File: config.mk
export PLATFORM = sky130hd
export DESIGN_NAME = multi_ch_cal_datapath
export DESIGN_NICKNAME = d
export VERILOG_FILES = /design/src/rtl/cal_pkg.sv /design/src/rtl/cal_coef_rf.sv /design/src/rtl/multi_ch_cal_datapath.sv
export SDC_FILE = /design/constraint.sdc
export NUM_CORES = 1
export LEC_CHECK = 0
export CAP_MARGIN = 30
export CORE_MARGIN = 1
export CORE_UTILIZATION = 40
export CTS_CLUSTER_SIZE = 24
export DETAILED_ROUTE_END_ITERATION = 8
export PLACE_DENSITY_LB_ADDON = 0.15
export SLEW_MARGIN = 10
export SYNTH_ARGS = -nofsm -noshare
export SYNTH_HDL_FRONTEND = slang
export SYNTH_HIERARCHICAL = 1
export SYNTH_SLANG_ARGS = --single-unit
File: constraint.sdc
create_clock -name clk -period 4.8 [get_ports clk]
set_clock_uncertainty 0.15 [all_clocks]
set_input_delay 0.96 -clock clk [delete_from_list [all_inputs] [get_ports clk]]
set_output_delay 0.96 -clock clk [all_outputs]
set_load 0.01 [all_outputs]
File: src/rtl/cal_pkg.sv
// Shared types and saturating arithmetic helpers for the multi-channel calibration datapath.
// Helpers work on MAX_W-wide vectors with a runtime width, so callers need DATA_W < MAX_W.
package cal_pkg;

    localparam int MAX_W = 32;

    typedef enum logic [1:0] {
        IDLE = 2'd0,
        ADD  = 2'd1,
        MUL  = 2'd2,
        HOLD = 2'd3
    } state_t;

    typedef struct packed {
        logic             sat;
        logic [MAX_W-1:0] val;
    } sat_res_t;

    function automatic logic [MAX_W-1:0] unity_gain(input int width);
        logic [MAX_W-1:0] one;
        one    = '0;
        one[0] = 1'b1;
        return one << (width - 1);
    endfunction

    // Unsigned sample plus a width-bit two's complement offset, clamped to [0, 2^width-1].
    function automatic sat_res_t sat_add_u(input logic [MAX_W-1:0] a,
                                           input logic [MAX_W-1:0] off,
                                           input int               width);
        logic signed [MAX_W+1:0] a_x;
        logic signed [MAX_W+1:0] off_x;
        logic signed [MAX_W+1:0] sum;
        logic        [MAX_W-1:0] one;
        logic        [MAX_W-1:0] mask;
        sat_res_t                r;
        one    = '0;
        one[0] = 1'b1;
        mask   = (one << width) - one;
        a_x    = signed'({2'b00, a});
        off_x  = signed'({2'b00, off}) <<< (MAX_W + 2 - width);
        off_x  = off_x >>> (MAX_W + 2 - width);
        sum    = a_x + off_x;
        r.sat  = 1'b0;
        r.val  = sum[MAX_W-1:0];
        if (sum[MAX_W+1]) begin
            r.sat = 1'b1;
            r.val = '0;
        end else if (sum > signed'({2'b00, mask})) begin
            r.sat = 1'b1;
            r.val = mask;
        end
        return r;
    endfunction

    // Unsigned sample times a 1.(width-1) gain, truncated, clamped to 2^width-1.
    function automatic sat_res_t sat_mul_fx(input logic [MAX_W-1:0] a,
                                            input logic [MAX_W-1:0] gain,
                                            input int               width);
        logic [2*MAX_W-1:0] prod;
        logic [MAX_W-1:0]   one;
        logic [MAX_W-1:0]   mask;
        sat_res_t           r;
        one    = '0;
        one[0] = 1'b1;
        mask   = (one << width) - one;
        prod   = ({{MAX_W{1'b0}}, a} * {{MAX_W{1'b0}}, gain}) >> (width - 1);
        r.sat  = 1'b0;
        r.val  = prod[MAX_W-1:0];
        if ((prod >> width) != '0) begin
            r.sat = 1'b1;
            r.val = mask;
        end
        return r;
    endfunction

endpackage

File: src/rtl/cal_coef_rf.sv
// Per-channel offset/gain coefficient store: one write port, one combinational read port.
// Out-of-range reads return offset 0 / unity gain with an error flag; out-of-range writes are dropped.
module cal_coef_rf
    import cal_pkg::*;
#(
    parameter int DATA_W   = 12,
    parameter int CHANNELS = 4,
    parameter int CH_W     = 2
) (
    input  logic              clk,
    input  logic              rst_n,
    input  logic              cfg_we,
    input  logic              cfg_sel,
    input  logic [CH_W-1:0]   cfg_ch,
    input  logic [DATA_W-1:0] cfg_wdata,
    input  logic [CH_W-1:0]   rd_ch,
    output logic [DATA_W-1:0] rd_off,
    output logic [DATA_W-1:0] rd_gain,
    output logic              rd_err
);

    localparam logic [DATA_W-1:0] UNITY    = DATA_W'(unity_gain(DATA_W));
    localparam logic [CH_W:0]     CH_LIMIT = CHANNELS[CH_W:0];

    logic [DATA_W-1:0] offset_q [CHANNELS];
    logic [DATA_W-1:0] offset_d [CHANNELS];
    logic [DATA_W-1:0] gain_q   [CHANNELS];
    logic [DATA_W-1:0] gain_d   [CHANNELS];
    logic              rd_in_range;
    logic              wr_in_range;

    assign rd_in_range = ({1'b0, rd_ch} < CH_LIMIT);
    assign wr_in_range = ({1'b0, cfg_ch} < CH_LIMIT);

    assign rd_off  = rd_in_range ? offset_q[rd_ch] : '0;
    assign rd_gain = rd_in_range ? gain_q[rd_ch]   : UNITY;
    assign rd_err  = ~rd_in_range;

    always_comb begin
        offset_d = offset_q;
        gain_d   = gain_q;
        if (cfg_we && wr_in_range) begin
            if (cfg_sel) begin
                gain_d[cfg_ch] = cfg_wdata;
            end else begin
                offset_d[cfg_ch] = cfg_wdata;
            end
        end
    end

    always_ff @(posedge clk) begin
        if (!rst_n) begin
            for (int i = 0; i < CHANNELS; i++) begin
                offset_q[i] <= '0;
                gain_q[i]   <= UNITY;
            end
        end else begin
            offset_q <= offset_d;
            gain_q   <= gain_d;
        end
    end

endmodule

File: src/rtl/multi_ch_cal_datapath.sv
// Multi-channel offset/gain calibration: res = sat(sat(a2d + offset[ch]) * gain[ch]).
// A four-state FSM snapshots coefficients on accept, then runs the add and multiply stages.
module multi_ch_cal_datapath
    import cal_pkg::*;
#(
    parameter int  DATA_W   = 12,
    parameter int  CHANNELS = 4,
    localparam int CH_W     = (CHANNELS > 1) ? $clog2(CHANNELS) : 1
) (
    input  logic              clk,
    input  logic              rst_n,
    input  logic              in_valid,
    output logic              in_ready,
    input  logic [CH_W-1:0]   in_ch,
    input  logic [DATA_W-1:0] a2d,
    input  logic              cfg_we,
    input  logic              cfg_sel,
    input  logic [CH_W-1:0]   cfg_ch,
    input  logic [DATA_W-1:0] cfg_wdata,
    output logic              out_valid,
    input  logic              out_ready,
    output logic [CH_W-1:0]   out_ch,
    output logic [DATA_W-1:0] res,
    output logic              out_sat,
    output logic              out_err
);

    state_t            state_q, state_d;
    logic [DATA_W-1:0] a2d_q, a2d_d;
    logic [CH_W-1:0]   ch_q, ch_d;
    logic [DATA_W-1:0] coef_off_q, coef_off_d;
    logic [DATA_W-1:0] coef_gain_q, coef_gain_d;
    logic [DATA_W-1:0] tmp_q, tmp_d;
    logic              add_sat_q, add_sat_d;
    logic [DATA_W-1:0] res_q, res_d;
    logic [CH_W-1:0]   out_ch_q, out_ch_d;
    logic              out_sat_q, out_sat_d;
    logic              out_err_q, out_err_d;

    logic [DATA_W-1:0] rf_off;
    logic [DATA_W-1:0] rf_gain;
    logic              rf_err;
    sat_res_t          add_r;
    sat_res_t          mul_r;

    cal_coef_rf #(
        .DATA_W   (DATA_W),
        .CHANNELS (CHANNELS),
        .CH_W     (CH_W)
    ) u_coef_rf (
        .clk       (clk),
        .rst_n     (rst_n),
        .cfg_we    (cfg_we),
        .cfg_sel   (cfg_sel),
        .cfg_ch    (cfg_ch),
        .cfg_wdata (cfg_wdata),
        .rd_ch     (in_ch),
        .rd_off    (rf_off),
        .rd_gain   (rf_gain),
        .rd_err    (rf_err)
    );

    assign add_r = sat_add_u(MAX_W'(a2d_q), MAX_W'(coef_off_q), DATA_W);
    assign mul_r = sat_mul_fx(MAX_W'(tmp_q), MAX_W'(coef_gain_q), DATA_W);

    assign in_ready  = (state_q == IDLE);
    assign out_valid = (state_q == HOLD);
    assign res       = res_q;
    assign out_ch    = out_ch_q;
    assign out_sat   = out_sat_q;
    assign out_err   = out_err_q;

    // Upper helper bits are always zero for in-range widths; folding them into sat keeps any surprise visible.
    always_comb begin
        state_d     = state_q;
        a2d_d       = a2d_q;
        ch_d        = ch_q;
        coef_off_d  = coef_off_q;
        coef_gain_d = coef_gain_q;
        tmp_d       = tmp_q;
        add_sat_d   = add_sat_q;
        res_d       = res_q;
        out_ch_d    = out_ch_q;
        out_sat_d   = out_sat_q;
        out_err_d   = out_err_q;
        case (state_q)
            IDLE: begin
                if (in_valid) begin
                    state_d     = ADD;
                    a2d_d       = a2d;
                    ch_d        = in_ch;
                    coef_off_d  = rf_off;
                    coef_gain_d = rf_gain;
                    out_sat_d   = 1'b0;
                    out_err_d   = rf_err;
                end
            end
            ADD: begin
                tmp_d     = add_r.val[DATA_W-1:0];
                add_sat_d = add_r.sat | (|add_r.val[MAX_W-1:DATA_W]);
                state_d   = MUL;
            end
            MUL: begin
                res_d     = mul_r.val[DATA_W-1:0];
                out_sat_d = add_sat_q | mul_r.sat | (|mul_r.val[MAX_W-1:DATA_W]);
                out_ch_d  = ch_q;
                state_d   = HOLD;
            end
            HOLD: begin
                if (out_ready) begin
                    state_d = IDLE;
                end
            end
            default: state_d = IDLE;
        endcase
    end

    always_ff @(posedge clk) begin
        if (!rst_n) begin
            state_q     <= IDLE;
            a2d_q       <= '0;
            ch_q        <= '0;
            coef_off_q  <= '0;
            coef_gain_q <= '0;
            tmp_q       <= '0;
            add_sat_q   <= 1'b0;
            res_q       <= '0;
            out_ch_q    <= '0;
            out_sat_q   <= 1'b0;
            out_err_q   <= 1'b0;
        end else begin
            state_q     <= state_d;
            a2d_q       <= a2d_d;
            ch_q        <= ch_d;
            coef_off_q  <= coef_off_d;
            coef_gain_q <= coef_gain_d;
            tmp_q       <= tmp_d;
            add_sat_q   <= add_sat_d;
            res_q       <= res_d;
            out_ch_q    <= out_ch_d;
            out_sat_q   <= out_sat_d;
            out_err_q   <= out_err_d;
        end
    end

endmodule

Yosys cells after proc, flatten, opt, wreduce, memory -nomap -nowiden
Index checks and enable logic that the tools add are counted.
{ "word_totals": {"ff_bits": 164, "elab_cells": 63, "inputBits": 34, "out_inout_bits": 18} }
{ "classes": {"addsub": 1, "n_eq_ne": 5, "mux": 18, "mul": 1, "n_reduce_logical": 10, "n_lt_le_gt_ge": 4, "bitwise": 6} }
{ "op_table": {"columns": ["cell", "n"], "rows": [
  ["two-way mux 33 bit", 3],
  ["bitwise mux 48 bit", 2],
  ["two-way mux 12 bit", 5],
  ["binary-select mux 12 bit (select 2 bit)", 2],
  ["OR reduction 20 bit", 2],
  ["demux 12 bit (select 2 bit)", 1],
  ["multiplier 12 x 12 -> 24 bit", 1],
  ["adder 13 x 12 -> 14 bit", 1],
  ["greater-than comparator 14 x 13 -> 1 bit, second input constant", 1],
  ["AND reduction 2 bit", 5],
  ["one-hot mux 2 bit (4 select lines)", 1],
  ["greater-or-equal comparator 3 bit, second input constant", 2],
  ["inverter 2 -> 3 bit", 2],
  ["== test 2 bit, second input constant", 2],
  ["two-way mux 2 bit", 2],
  ["less-than comparator 3 x 1 -> 1 bit, second input constant", 1],
  ["OR 1 bit", 3],
  ["== test 2 x 1 -> 1 bit, second input constant", 1],
  ["logical NOT 2 bit", 1],
  ["!= test 2 x 1 -> 1 bit, second input constant", 1],
  ["!= test 2 bit, second input constant", 1],
  ["one-hot mux 1 bit (2 select lines)", 1],
  ["nonzero test 2 bit", 1],
  ["logical AND 1 bit", 1],
  ["other kinds (2)", 2]
]} }

Depth between registers and ports, before layout
{ "logic_depth": {"depth_word": 6, "ltp_mapped": 21, "mapped_depth_nobuf": 19} }

Modules after synthesis
The synthesis kept the hierarchy.
{ "modules_own_cells": {"columns": ["module", "n_inst", "cells_each", "seq_area_each_um2", "area_each_um2"], "rows": [
  ["multi_ch_cal_datapath", 1, 905, 1381.3, 7721.2],
  ["cal_coef_rf", 1, 363, 1921.8, 4061.4]
]} }

Worst setup path after synthesis
Ideal clock, no wire load.
{ "synth_timing": {"kind": "register to register", "start": "register coef_gain_q[3]", "end": "register res_q[0] (netlist: res[0])", "stages_incl_launch_ff": 20, "setup_time_ns": 0.136, "setup_slack_ns": -0.509, "t_required_ns": 4.514, "path_buffers": 2, "t_arrival_ns": 5.022, "period_less_slack_ns": 5.309, "cell_sequence": "dfxtp_1 clkbuf_1 nand2_1 fa_1 fa_1 fa_1 inv_1 fa_1 inv_1 fa_1 inv_1 ha_1 a21oi_1 o311ai_1 o21ai_1 o31ai_1 o41ai_1 xnor2_1 buf_2 a31oi_1"} }
{ "synth_between": {"elab_chain_cells": 2} }
{ "synth_rtl": {"columns": ["element", "line_no", "rtl"], "rows": [
  ["start: declaration", "multi_ch_cal_datapath.sv:32", "logic [DATA_W-1:0] coef_gain_q, coef_gain_d;"],
  ["start signal: assignment", "multi_ch_cal_datapath.sv:136", "coef_gain_q <= coef_gain_d;"],
  ["multiplier 12 x 12 -> 24 bit", "cal_pkg.sv:66", "prod = ({{MAX_W{1'b0}}, a} * {{MAX_W{1'b0}}, gain}) >> (width - 1);"],
  ["two-way mux 33 bit", "cal_pkg.sv:69", "if ((prod >> width) != '0) begin"],
  ["end signal: assignment", "multi_ch_cal_datapath.sv:139", "res_q <= res_d;"],
  ["end: declaration", "multi_ch_cal_datapath.sv:35", "logic [DATA_W-1:0] res_q, res_d;"]
]} }
Every way passes these cells.
A chain may end at the register's enable or synchronous reset.

Worst setup path after layout
{ "layout_timing": {"start": "register coef_gain_q[5]", "end": "register res_q[9] (netlist: res[9])"} }
The elaborated chain is that of the path after synthesis.

==> summary.txt <==
crit path time final -> 5.09 ns
CP Data Required Time -> 4.96 ns
Warnings, synthesis -> 6
post-DP HPWL -> 21.6 mm
Slew Limit Fails -> 0
antenna violations before repair -> 1
global route total overflow -> 0
Final Hold Fails -> 0
Rows -> 62
Post-synth EDFFs -> 0
critical path peak fanout -> 5
HP Class -> reg2reg
mux contribution to synthesized area -> 13.1%
power density over the cells -> 301 nW/um^2
Final ANT Viol Nets -> 0
Post-Synth Adder-Cell Area -> 25.0%
DRC violations left -> 0
final setup fails -> 13
worst relative slew slack -> 41.0%
CTS Sinks -> 165
final setup margin -> -0.294 ns
Synth Area in Simple Gates -> 16.3%
crit-path cells -> buf_6 > nand2_4 > fa_1 > fa_1 > fa_1 > inv_1 > fa_1 > inv_1 > fa_1 > inv_2 > ha_4 > a21oi_4 > buf_4 > a21oi_4 > o21ai_4 > o31ai_4 > o41ai_2 > xnor2_1 > buf_4 > clkbuf_16 > a31oi_4
fin crit share -> 106%
status -> finished with violations
WL per Instance -> 16.2 um
Peak supply drop -> 0.000233 V
clock-pin slew on the worst setup and hold paths -> 0.07 ns
worst-path cell with the longest stage delay -> fa_1
synthesis-stage register bit count -> 165
crit path buf inv count -> 7
Core Region -> 28900 um^2
vias -> 8750
compound-gate portion of the synthesized area -> 9.05%
Max Fclk -> 196 MHz
Synth Flop Type -> dfxtp_1
Max-Cap Viols -> 0
Leakage -> 6.74 nW
Antenna Cells -> 0
Cells after Synth -> 1268
ys async rst share -> 0%
Yosys cell types -> 57
syn nets -> 1477
Die ar. -> 30100 um^2
setup_tns -> -3.40 ns
final wirelength -> 28.5 mm
Slew @ Worst Pin -> 0.885 ns
largest family of logic cells by synthesized area -> adder cells
Max stage delay on crit path -> 0.55 ns
global-route usage over all layers -> 19.5%
share of cells above drive strength 1 -> 18.5%
CTS Hold Bufs -> 0
Starting Density -> 40.8%
Worst setup SP type -> flip-flop
vias per cell -> 4.97
CP Class -> reg2reg
Area Overhead vs Synth -> 21.6%
failing checks -> setup timing
DR iter-0 viols -> 344
register area share after synthesis -> 28.0%
CTS tree -> done
htree depth -> 4
CTS Buffer Depth -> 2
clock network latency to the later pin of the worst-skew pair -> 0.43 ns
io pins -> 52
Clock Tree Root -> clkbuf_16
Most common cell on crit path -> fa_1
Final GP Congestion -> 0.826
unrepaired setup endpoints after global routing -> yes
port bufs -> 51
global-route wire length before repair -> 46.8 mm
Crit. End Element -> flip-flop
Die Ht -> 174 um
cell family contributing the most delay on the critical path -> adder cells
maximum number of pins on one net before global-route repair -> 65
TritonCTS buffer count -> 17
vias in the first global route -> 8979
Final nets -> 1573
syn avg cell area -> 9.29 um^2
xor/xnor cell area share of the yosys netlist -> 1.41%
DRT Pass-1 Iters -> 4
CP arrival -> 5.25 ns
Post-Syn Area -> 11800 um^2
post-layout util -> 49.7%
chip width -> 174 um
[kinds of logic (layout without fill, tap and decap cells)]
| family | after synthesis | in the layout |
|---|---|---|
| multiplexers | 124 | 124 |
| XOR/XNOR | 19 | 19 |
| buffers and inverters | 210 | 318 |
| adder cells (fa/ha/maj) | 175 | 175 |
| flip-flops | 165 | 165 |
| AND/OR/NAND/NOR | 428 | 428 |
| AO/OA/AOI/OAI | 146 | 146 |
| other | 1 | 1 |
[state kept, by name, summed over array words and instances, names as in the netlist]
register and flops:
a2d_q 12, add_sat_q 1, ch_q 2, coef_gain_q 12, coef_off_q 12, out_ch 2, out_err 1, out_sat 1
res 12, state_q 2, tmp_q 12, u_coef_rf/gain_q 48, u_coef_rf/offset_q 48
[repair_timing]
action,in CTS,in global routing
pin swaps,10,7
cloned,0,1
endpoints found under the setup margin,13,13
setup buffers,7,6
resized for setup,45,51
[metal layers]
| layer | wire [um] | GRT usage [%] | vias up |
|---|---|---|---|
| met1 | 14100 | 27.1 | 4287 |
| met4 | 376 | 5.08 | 2 |
| li1 | - | - | 4341 |
| met2 | 13300 | 31.6 | 91 |
| met3 | 751 | 3.18 | 29 |
| met5 | 12 | 0 | - |
[path summary, 6_finish.rpt]
check | startpoint | end | slack (ns) | cells after the start
hold / removal | u_coef_rf/offset_q[7]$_SDFFE_PN0P_ | u_coef_rf/offset_q[7]$_SDFFE_PN0P_ | 0.31 | 2
hold reg to reg | u_coef_rf/offset_q[7]$_SDFFE_PN0P_ | u_coef_rf/offset_q[7]$_SDFFE_PN0P_ | 0.31 | 2
setup reg to reg | coef_gain_q[5]$_SDFFE_PN0P_ | res[9]$_SDFFE_PN0P_ | -0.29 | 21
setup / recovery | coef_gain_q[5]$_SDFFE_PN0P_ | res[9]$_SDFFE_PN0P_ | -0.29 | 21
[worst register-to-register path, delay by kind of cell (launching register included)]
family / cells / cell delay, ns
adders and majority gates: 6 / 2.73
AOI/OAI and AO/OA: 6 / 0.76
buffers and inverters: 7 / 0.73
DFF: 1 / 0.40
xor gates and xnor gates: 1 / 0.16
and+or+nand+nor: 1 / 0.04
[power by group]
part / internal (W) / switching [W] / total [W]
logic: 0.000544 / 0.000661 / 0.00121
registers: 0.00152 / 0.000192 / 0.00172
clock network: 0.000774 / 0.000621 / 0.00139
total: 0.00284 / 0.00147 / 0.00432
[per-stage QoR]
stage               hold WS (ns)  std cells  area (um^2)  total power (W)  setup slack (ns)
floorplan                  0.282       1268        12100          0.00242           -0.0939
global placement           0.291       1708        13200          0.00288            -0.504
detailed placement         0.296       1715        13300          0.00289            -0.629
CTS                        0.310       1753        14100          0.00432            -0.236
global route               0.321       1760        14300          0.00455            -0.425
finish                     0.307       1760        14300          0.00432            -0.294
[cell usage after synthesis (3+ instances only)]
master,number,area [um^2]
nor3_1,10,50.1
fa_1,100,2000
nor2b_1,15,93.8
o21ai_0,22,110
dfxtp_1,165,3300
nand2b_1,5,31.3
a31oi_1,11,68.8
a21boi_1,39,293
mux4_2,24,541
o31ai_1,4,30.0
inv_1,134,503
buf_2,14,70.1
a311oi_2,10,150
a21oi_1,20,100
nand4bb_1,3,33.8
or3_1,5,31.3
ha_1,75,938
mux2i_1,100,1000
nand2_1,286,1070
nor2_1,27,101
o21ai_1,8,40.0
and2_1,54,338
clkbuf_1,55,206
and4_1,3,26.3
a21o_1,6,45.0
nand3_1,6,30.0
xor2_1,10,87.6
o21a_1,3,22.5
a211oi_1,6,45.0
nand4b_1,5,43.8
nand4_1,3,18.8
xnor2_1,9,78.8
[placed cells by master (no fill, tap or decap), drive strengths merged, types with 10 or more instances in the layout]
master / n
nor3: 10
a21oi: 20
and2: 54
clkdlybuf4s50: 49
mux2i: 100
xor2: 10
a21boi: 40
nand2: 286
clkbuf: 19
o21ai: 30
nor2b: 15
ha: 75
fa: 100
inv: 139
buf: 103
mux4: 24
dfxtp: 165
a311oi: 12
nor2: 27
a31oi: 11
[final cells by class]
cell class	instances	area, um^2
clock buffer	18	429
clock inverter	13	149
fill	2706	14500
inverter	134	503
multi-input combinational	893	8020
sequential	165	3350
tap	384	480
timing repair buffer	153	1400
(Power assumes the default switching activity.)
